$ cat src/rtl/ga_gen_ctrl.sv
// Generation sequencer for a GA core: launches fitness per individual, then selection and evolution per generation.
// Optional handshake watchdog is compiled in with `define GA_GEN_CTRL_TIMEOUT_EN.
module ga_gen_ctrl #(
  parameter int P_MAX   = 1024,
  parameter int G_MAX   = 1024,
  parameter int TIMEOUT = 65535,
  localparam int P_MAX_W     = $clog2(P_MAX + 1),
  localparam int P_IDX_MAX_W = $clog2(P_MAX),
  localparam int G_MAX_W     = $clog2(G_MAX + 1)
) (
  input  logic                   clk,
  input  logic                   rst,
  input  logic [P_MAX_W-1:0]     i_cnfg_p,
  input  logic [G_MAX_W-1:0]     i_cnfg_g,
  input  logic                   i_valid_pls,
  input  logic                   i_fit_done,
  input  logic                   i_sel_done,
  input  logic                   i_evo_done,
  output logic                   o_fit_start,
  output logic [P_IDX_MAX_W-1:0] o_fit_idx,
  output logic                   o_sel_start,
  output logic                   o_evo_start,
  output logic [G_MAX_W-1:0]     o_gen_cntr,
  output logic                   o_valid_lvl,
  output logic                   ga_ready,
  output logic                   o_err
);

  typedef enum logic [2:0] {IDLE, FIT_LAUNCH, FIT_WAIT, SEL_WAIT, EVO_WAIT, DONE} state_t;

  state_t                   state_q, state_d;
  logic [P_MAX_W-1:0]       cfg_p;
  logic [G_MAX_W-1:0]       cfg_g;
  logic [P_IDX_MAX_W-1:0]   idx_q;
  logic [G_MAX_W-1:0]       gen_q;
  logic                     fit_start_q, sel_start_q, evo_start_q, valid_q;
  logic                     ready_st, accept, fit_last, gen_last, timeout_hit;

  function automatic logic [P_MAX_W-1:0] clamp_p(input logic [P_MAX_W-1:0] v);
    if (v == '0) return P_MAX_W'(1);
    if (v > P_MAX_W'(P_MAX)) return P_MAX_W'(P_MAX);
    return v;
  endfunction

  function automatic logic [G_MAX_W-1:0] clamp_g(input logic [G_MAX_W-1:0] v);
    if (v == '0) return G_MAX_W'(1);
    if (v > G_MAX_W'(G_MAX)) return G_MAX_W'(G_MAX);
    return v;
  endfunction

  assign ready_st = (state_q == IDLE) || (state_q == DONE);
  assign accept   = ready_st && i_valid_pls;
  assign fit_last = (P_MAX_W'(idx_q) == cfg_p - P_MAX_W'(1));
  assign gen_last = (gen_q == cfg_g - G_MAX_W'(1));

`ifdef GA_GEN_CTRL_TIMEOUT_EN
  localparam int WD_W = $clog2(TIMEOUT + 1);
  logic [WD_W-1:0] wd_q;
  logic            err_q, in_wait, done_hit;

  assign in_wait  = (state_q == FIT_WAIT) || (state_q == SEL_WAIT) || (state_q == EVO_WAIT);
  assign done_hit = ((state_q == FIT_WAIT) && i_fit_done) ||
                    ((state_q == SEL_WAIT) && i_sel_done) ||
                    ((state_q == EVO_WAIT) && i_evo_done);
  assign timeout_hit = in_wait && !done_hit && (wd_q == WD_W'(TIMEOUT - 1));

  // Watchdog restarts whenever a wait state is entered or left.
  always_ff @(posedge clk or posedge rst) begin
    if (rst) begin
      wd_q  <= '0;
      err_q <= 1'b0;
    end else begin
      wd_q <= (in_wait && (state_d == state_q)) ? wd_q + 1'b1 : '0;
      if (accept)           err_q <= 1'b0;
      else if (timeout_hit) err_q <= 1'b1;
    end
  end
  assign o_err = err_q;
`else
  logic unused_timeout;
  assign unused_timeout = (TIMEOUT > 0);
  assign timeout_hit    = 1'b0;
  assign o_err          = 1'b0;
`endif

  always_comb begin
    state_d = state_q;
    case (state_q)
      IDLE, DONE: if (i_valid_pls) state_d = FIT_LAUNCH;
      FIT_LAUNCH: state_d = FIT_WAIT;
      FIT_WAIT: begin
        if (i_fit_done) begin
          if (!fit_last)     state_d = FIT_LAUNCH;
          else if (gen_last) state_d = DONE;
          else               state_d = SEL_WAIT;
        end
      end
      SEL_WAIT: if (i_sel_done) state_d = EVO_WAIT;
      EVO_WAIT: if (i_evo_done) state_d = FIT_LAUNCH;
      default:  state_d = IDLE;
    endcase
    if (timeout_hit) state_d = IDLE;
  end

  always_ff @(posedge clk or posedge rst) begin
    if (rst) begin
      state_q     <= IDLE;
      cfg_p       <= P_MAX_W'(1);
      cfg_g       <= G_MAX_W'(1);
      idx_q       <= '0;
      gen_q       <= '0;
      fit_start_q <= 1'b0;
      sel_start_q <= 1'b0;
      evo_start_q <= 1'b0;
      valid_q     <= 1'b0;
    end else begin
      state_q     <= state_d;
      fit_start_q <= (state_d == FIT_LAUNCH);
      sel_start_q <= (state_q == FIT_WAIT) && (state_d == SEL_WAIT);
      evo_start_q <= (state_q == SEL_WAIT) && (state_d == EVO_WAIT);
      if (accept) begin
        cfg_p   <= clamp_p(i_cnfg_p);
        cfg_g   <= clamp_g(i_cnfg_g);
        idx_q   <= '0;
        gen_q   <= '0;
        valid_q <= 1'b0;
      end else begin
        if ((state_q == FIT_WAIT) && i_fit_done && !timeout_hit)
          idx_q <= fit_last ? '0 : idx_q + 1'b1;
        if ((state_q == EVO_WAIT) && i_evo_done && !timeout_hit)
          gen_q <= gen_q + 1'b1;
        if ((state_q == FIT_WAIT) && (state_d == DONE))
          valid_q <= 1'b1;
        else if (timeout_hit)
          valid_q <= 1'b0;
      end
    end
  end

  assign o_fit_start = fit_start_q;
  assign o_fit_idx   = idx_q;
  assign o_sel_start = sel_start_q;
  assign o_evo_start = evo_start_q;
  assign o_gen_cntr  = gen_q;
  assign o_valid_lvl = valid_q;
  assign ga_ready    = !rst && ready_st;

endmodule

$ cat config.mk
export PLATFORM = sky130hd
export DESIGN_NAME = ga_gen_ctrl
export DESIGN_NICKNAME = d
export VERILOG_FILES = /design/src/rtl/ga_gen_ctrl.sv
export SDC_FILE = /design/constraint.sdc
export NUM_CORES = 1
export LEC_CHECK = 0
export BUFFER_PORTS_ARGS = -buffer_cell sky130_fd_sc_hd__buf_4
export CORE_ASPECT_RATIO = 0.5
export CORE_MARGIN = 2
export CORE_UTILIZATION = 60
export CTS_BUF_LIST = sky130_fd_sc_hd__clkbuf_8
export CTS_CLUSTER_SIZE = 10
export DETAILED_ROUTE_END_ITERATION = 12
export GPL_ROUTABILITY_DRIVEN = 0
export MAX_ROUTING_LAYER = met4
export PLACE_DENSITY_LB_ADDON = 0.1
export SYNTH_ARGS = -nofsm -noshare
export SYNTH_HDL_FRONTEND = slang
export SYNTH_SLANG_ARGS = --single-unit
$ cat constraint.sdc
create_clock -name clk -period 6.21 [get_ports clk]
set_input_delay 0.3105 -clock clk [delete_from_list [all_inputs] [get_ports clk]]
set_output_delay 0.3105 -clock clk [all_outputs]
set_load 0.02 [all_outputs]
==> run metrics, run 1 <==
Slew Viols, Final=0; DRC viols=0; Core Box Area=4980 sq um; Detailed Place HPWL=5190 um; mean post-synth cell area=8.81 sq um; most used flip-flop cell after synthesis=dfrtp_1; Area Growth Syn to Fin=16.9%; Seq cells post-synth=50; Slew HR=0.306; final wirelength=7240 um; critical path required time=~6400 ps; nets@finish=432; # port buffers=between 50 and 60; drt wl/cell=15.4 um; xor and xnor area share after synthesis=0.0924; most frequent cell after synthesis=dfrtp_1; Final min period=roughly 3000 ps; CTS tree=built; R2R cell count=9; post-synth top area share=0.384; simple-gate portion of the synthesized area=0.296; Final Instance Count excl. Fillers=471; warnings from Yosys=0; Worst setup EP type=register; capture point of the worst reg-to-reg path=o_fit_idx[0]$_DFFE_PP0P_; outcome=completed; Die ar.=5840 sq um; post-CTS setup buffers=0; adder-cell share of the synthesized area=0.0224; critical path type=reg -> reg; Critical Path End=o_fit_idx[0]$_DFFE_PP0P_; area of the mapped netlist=approximately 3100 sq um; GRT Util Overall=0.269; Reg-to-Reg Start=cfg_p[1]$_DFFE_PP0P_; unique cell type count in the Yosys netlist=57; Final Hold Fails=0; Initial Utilization=0.629; hold-fix buffers at CTS=0; syn_nets=387; worst hold path type=in -> reg; vias in the first global route=2527; Post-Place Cells=463; Num CTS Buffers=5; clk sink count=50; vias per inst=5.97; Die W=between 100 and 150 um; period utilization=0.475; clk root buf=clkbuf_8; clk slew on worst S/H paths=100 ps; antenna violations before repair=0; post-synthesis mux area share=0.0132; clock skew=7.46 ps; Worst Setup SP=cfg_p[1]$_DFFE_PP0P_; post-route ant nets=0; share of layout cells above drive strength 1=0.190; crit path DAT=3160 ps; fmax=339 MHz; worst vdd ir=0.289 mV; R2R setup slack=3260 ps; pwr dens=~480 nW/um^2; top post-synthesis cells by count=dfrtp_1 (48), nand2_1 (47), nor2_1 (31); RSZ-0062 raised after global routing=false; Async SR Flop Fraction=1.00; CTS resizes=0; LEAKAGE=1.67 nW; area leader, netlist=dfrtp_1; starting DRC count in detailed routing=108; Die Span Y=55.1 um; total gr overflow=0; vias post-DR=2811; largest net degree at the start of global routing=51; CP Max Fanout=10; Post-synth EDFFs=0; worst-margin pin slew=1040 ps; worst-skew pair later-pin latency=320 ps; # rows=18; TNS Setup=0 ps; largest family of logic cells by synthesized area=simple AND/OR/NAND/NOR gates; sequential-to-total area share from yosys stat=0.401; Compound-Gate Fraction of Synth Area=0.138; drt pass-1 iters=5; final antenna diode count=0; # fillers=around 370; max cap viols=0; clk buf depth=2; CP Launch Type=register; htree depth=2; Area contributors post-synth=dfrtp_1 (38%), nand2_1 (5.6%), xnor2_1 (4.8%); I/O Pins=55; global-route wire length before repair=between 10000 and 15000 um; Cells after Synth=approximately 360; final setup vio count=0
per-stage QoR:
stage	hold WS (ps)	util	total power, mW	instance area, sq um	setup WS, ps
4_1_cts	213	0.735	1.74	3660	3300
6_report	218	0.735	1.75	3660	3260
5_1_grt	215	0.735	1.88	3660	3090
2_1_floorplan	416	-	1.29	3130	3590
3_3_place_gp	481	0.712	1.46	3540	3480
3_5_place_dp	492	0.712	1.50	3540	3360
per-layer routing:
layer,track usage,share of wire,wire length [um],vias to the layer above
li1,-,-,-,1355
met4,0.116,0.014,102,0
met2,0.443,0.47,3440,97
met3,0.0480,0.060,434,11
met5,-,0,0,-
met1,0.338,0.45,3270,1348
area by class of cell:
cell class / instances / area (sq um) / area share
Timing Repair Buffer: 54 / 405 / 0.111
Multi-Input combinational cell: 280 / 1760 / 0.482
Clock inverter: 3 / 45.0 / 0.0123
Inverter: 9 / 33.8 / 0.00924
Tap cell: 70 / 87.6 / 0.0239
Clock buffer: 5 / 68.8 / 0.0188
Sequential cell: 50 / 1250 / 0.343
registers in the layout, indices dropped and copies added, names as in the netlist:
signal       cells
cfg_g           11
cfg_p           11
o_evo_start      1
o_fit_idx       10
o_fit_start      1
o_gen_cntr      11
o_sel_start      1
o_valid_lvl      1
state_q          3
logic make-up after synthesis:
| group | after synthesis |
|---|---|
| AOI/OAI and AO/OA | 64 |
| xor gates and xnor gates | 33 |
| adders and majority gates | 6 |
| buffers and inverters | 25 |
| DFF | 50 |
| muxes | 4 |
| other | 1 |
| and+or+nand+nor | 172 |
layout by cell type, fill, tap and decap left out, types with 10 or more instances in the layout:
| cell | Yosys | final |
|---|---|---|
| dfrtp_1 | 48 | 48 |
| o21ai_0 | 20 | 20 |
| nand2_1 | 47 | 47 |
| nor4_1 | 13 | 13 |
| xor2_1 | 16 | 16 |
| a22o_1 | 10 | 10 |
| nand3b_1 | 12 | 12 |
| a21oi_1 | 14 | 14 |
| xnor2_1 | 17 | 17 |
| nand3_1 | 13 | 13 |
| buf_4 | 1 | 54 |
| nor3_1 | 11 | 11 |
| nor2_1 | 31 | 31 |
report_power, final:
group / switching (mW) / leakage, nW / total, mW / internal, mW
registers: 0.174 / 0.650 / 0.610 / 0.436
logic: 0.494 / 0.967 / 0.901 / 0.407
clock network: 0.119 / 0.0504 / 0.239 / 0.120
total: 0.788 / 1.67 / 1.75 / 0.963
worst max-delay path, stage by stage (launching register included):
cell and delay [ps]:
dfrtp_1 420, inv_1 100, ha_1 250, or3b_2 520, nor4_1 270, xnor2_1 160, nand3_1 170, o31ai_4 470
nor2_1 170, mux2_2 320
worst min path at each step:
stage | end | cells after the start | slack [ps] | startpoint
2_1_floorplan | cfg_g[10]$_DFFE_PP0P_ | 2 | 420 | i_cnfg_g[10]
3_3_place_gp | cfg_g[10]$_DFFE_PP0P_ | 2 | 480 | cfg_g[10]$_DFFE_PP0P_
3_5_place_dp | cfg_g[10]$_DFFE_PP0P_ | 2 | 490 | cfg_g[10]$_DFFE_PP0P_
4_1_cts | cfg_g[5]$_DFFE_PP0P_ | 2 | 210 | i_cnfg_g[5]
5_1_grt | cfg_g[6]$_DFFE_PP0P_ | 2 | 210 | i_cnfg_g[6]
6_report | cfg_g[5]$_DFFE_PP0P_ | 2 | 220 | i_cnfg_g[5]
No activity file was read; power rests on OpenSTA's default activity.
==> run 2: changes to the inputs <==
Settings changed: CORE_UTILIZATION 60 to 58.
Clock period 6.21 ns to 2.9 ns, I/O delays scaled along.
==> run metrics, run 2 (same netlist as run 1, synthesis figures left out) <==
worst-margin pin slew=1050 ps (+6.25 ps); # rows=18 (unchanged); worst hold path type=in -> reg; drt pass-1 iters=4 (-1); final wirelength=7800 um (+7.7%); Worst setup EP type=register; crit path DAT=3020 ps (-140 ps); Reg-to-Reg Start=cfg_p[0]$_DFFE_PP1P_; most frequent cells in the layout=buf_4 (61), dfrtp_1 (48), nand2_1 (47); RSZ-0062 raised after global routing=false; vias per inst=6.01 (+0.74%); CTS tree=built; CP Max Fanout=6 (-4); slowest CP cell=dfstp_2; global-route wire length before repair=13200 um (+13%); # fillers=399 (+8.7%); Final Instance Count excl. Fillers=478 (+1.5%); outcome=completed; Slew HR=0.301 (-0.00518); final setup vio count=0 (unchanged); critical path required time=3140 ps (-3280 ps); worst-skew pair later-pin latency=310 ps (about the same); clk root buf=clkbuf_8; max cap viols=0 (unchanged); Slew Viols, Final=0 (unchanged); clock skew=7.55 ps (+0.0913 ps); hold-fix buffers at CTS=0 (unchanged); nets@finish=439 (+1.6%); TNS Setup=0 ps (unchanged); clk slew on worst S/H paths=90 ps (about the same); antenna violations before repair=0 (unchanged); Worst Setup SP=cfg_p[0]$_DFFE_PP1P_; GRT Util Overall=0.282 (+0.0132); Post-Place Cells=468 (+1.1%); startpoint of the worst hold path=i_cnfg_p[7]; pwr dens=1020 nW/um^2 (+110%); fmax=361 MHz (+6.5%); Die Span Y=55.9 um (+1.6%); hold_ws=59.0 ps (-159 ps); utilization after layout=0.733 (-0.00220); LEAKAGE=1.71 nW (+2.3%); total gr overflow=0 (unchanged); share of layout cells above drive strength 1=0.213 (+0.0237); clk sink count=50 (unchanged); Die W=108 um (+1.6%); Final Hold Fails=0 (unchanged); most common cell after layout, fill and taps aside=buf_4; CP cell instances=inv_1 > ha_2 > xor2_1 > o211ai_1 > a311oi_1 > nand3_2 > or4_4 > nor3_4 > nand2b_1; crit-path leading delay family=simple AND/OR/NAND/NOR gates; htree depth=2 (unchanged); critical path type=reg -> reg; final antenna diode count=0 (unchanged); drt wl/cell=16.3 um (+6.1%); Buf/Inv on CP=1 (unchanged); worst vdd ir=0.580 mV (+100%); post-route ant nets=0 (unchanged); Area Growth Syn to Fin=18.6%; period utilization=0.956 (+0.480); worst stage delay on the critical path=590 ps (+70 ps); Detailed Place HPWL=5550 um (+7.0%); DRC viols=0 (unchanged); vias in the first global route=2815 (+11%); total power=3.79 mW (+120%); Die ar.=6030 sq um (+3.3%); vias post-DR=2874 (+2.2%); CP Launch Type=register; I/O Pins=55 (unchanged); largest net degree at the start of global routing=51 (unchanged); Final min period=2770 ps (-180 ps); starting DRC count in detailed routing=214 (+98%); Core Box Area=5070 sq um (+1.8%); clk buf depth=2 (unchanged); # port buffers=53 (unchanged); Initial Utilization=0.618 (-0.0112); Num CTS Buffers=5 (unchanged)
[run 2: cell type report]
type,instances,area [sq um],area share
clock inverter,2,8.76,0.00236
sequential,50,1250,0.338
tap,70,87.6,0.0236
clock buffer,6,82.6,0.0222
inverter,9,33.8,0.00910
timing repair buffer,61,458,0.123
multi-input combinational,280,1790,0.482
[run 2: worst paths after layout]
kind	end	slack [ps]	cells past startpoint
max in group asynchronous	cfg_p[1]$_DFFE_PP0P_	2160	2
max reg2reg	state_q[2]$_DFF_PP0_	130	9
max	state_q[2]$_DFF_PP0_	130	9
min reg2reg	cfg_g[10]$_DFFE_PP0P_	520	2
min in group asynchronous	o_evo_start$_DFF_PP0_	100	2
min	cfg_p[7]$_DFFE_PP0P_	60	2
[run 2: power by group]
| group | leakage [nW] | total, mW | internal [mW] | switching (mW) |
|---|---|---|---|---|
| Combinational | 1.00 | 2.07 | 0.926 | 1.14 |
| Sequential | 0.650 | 1.30 | 0.931 | 0.365 |
| Clock | 0.0524 | 0.424 | 0.189 | 0.235 |
| Total | 1.71 | 3.79 | 2.05 | 1.74 |
[run 2: routing by layer]
| metal | vias to the layer above | global-route usage | routed length [um] |
|---|---|---|---|
| met5 | - | - | 0 |
| met1 | 1404 | 0.357 | 3410 |
| met4 | 0 | 0.0861 | 114 |
| met2 | 90 | 0.457 | 3870 |
| li1 | 1364 | - | - |
| met3 | 16 | 0.0621 | 408 |
[run 2: stage by stage]
stage | instance area (sq um) | setup slack, ps
2_1_floorplan | 3130 | 280
3_3_place_gp | 3580 | 191
3_5_place_dp | 3580 | 90.4
4_1_cts | 3670 | 63.0
5_1_grt | 3710 | 2.62
6_report | 3710 | 128
[run 2: worst reg2reg max path: stages (launching register included)]
cell,delay (ps)
dfstp_2,590
inv_1,60
ha_2,310
xor2_1,180
o211ai_1,110
a311oi_1,330
nand3_2,190
or4_4,540
nor3_4,230
nand2b_1,150
[run 2: what timing repair did]
action / in CTS / in global routing
setup buffers: 0 / 2
gates resized for setup: 0 / 5
endpoints found under the setup margin: 0 / 10
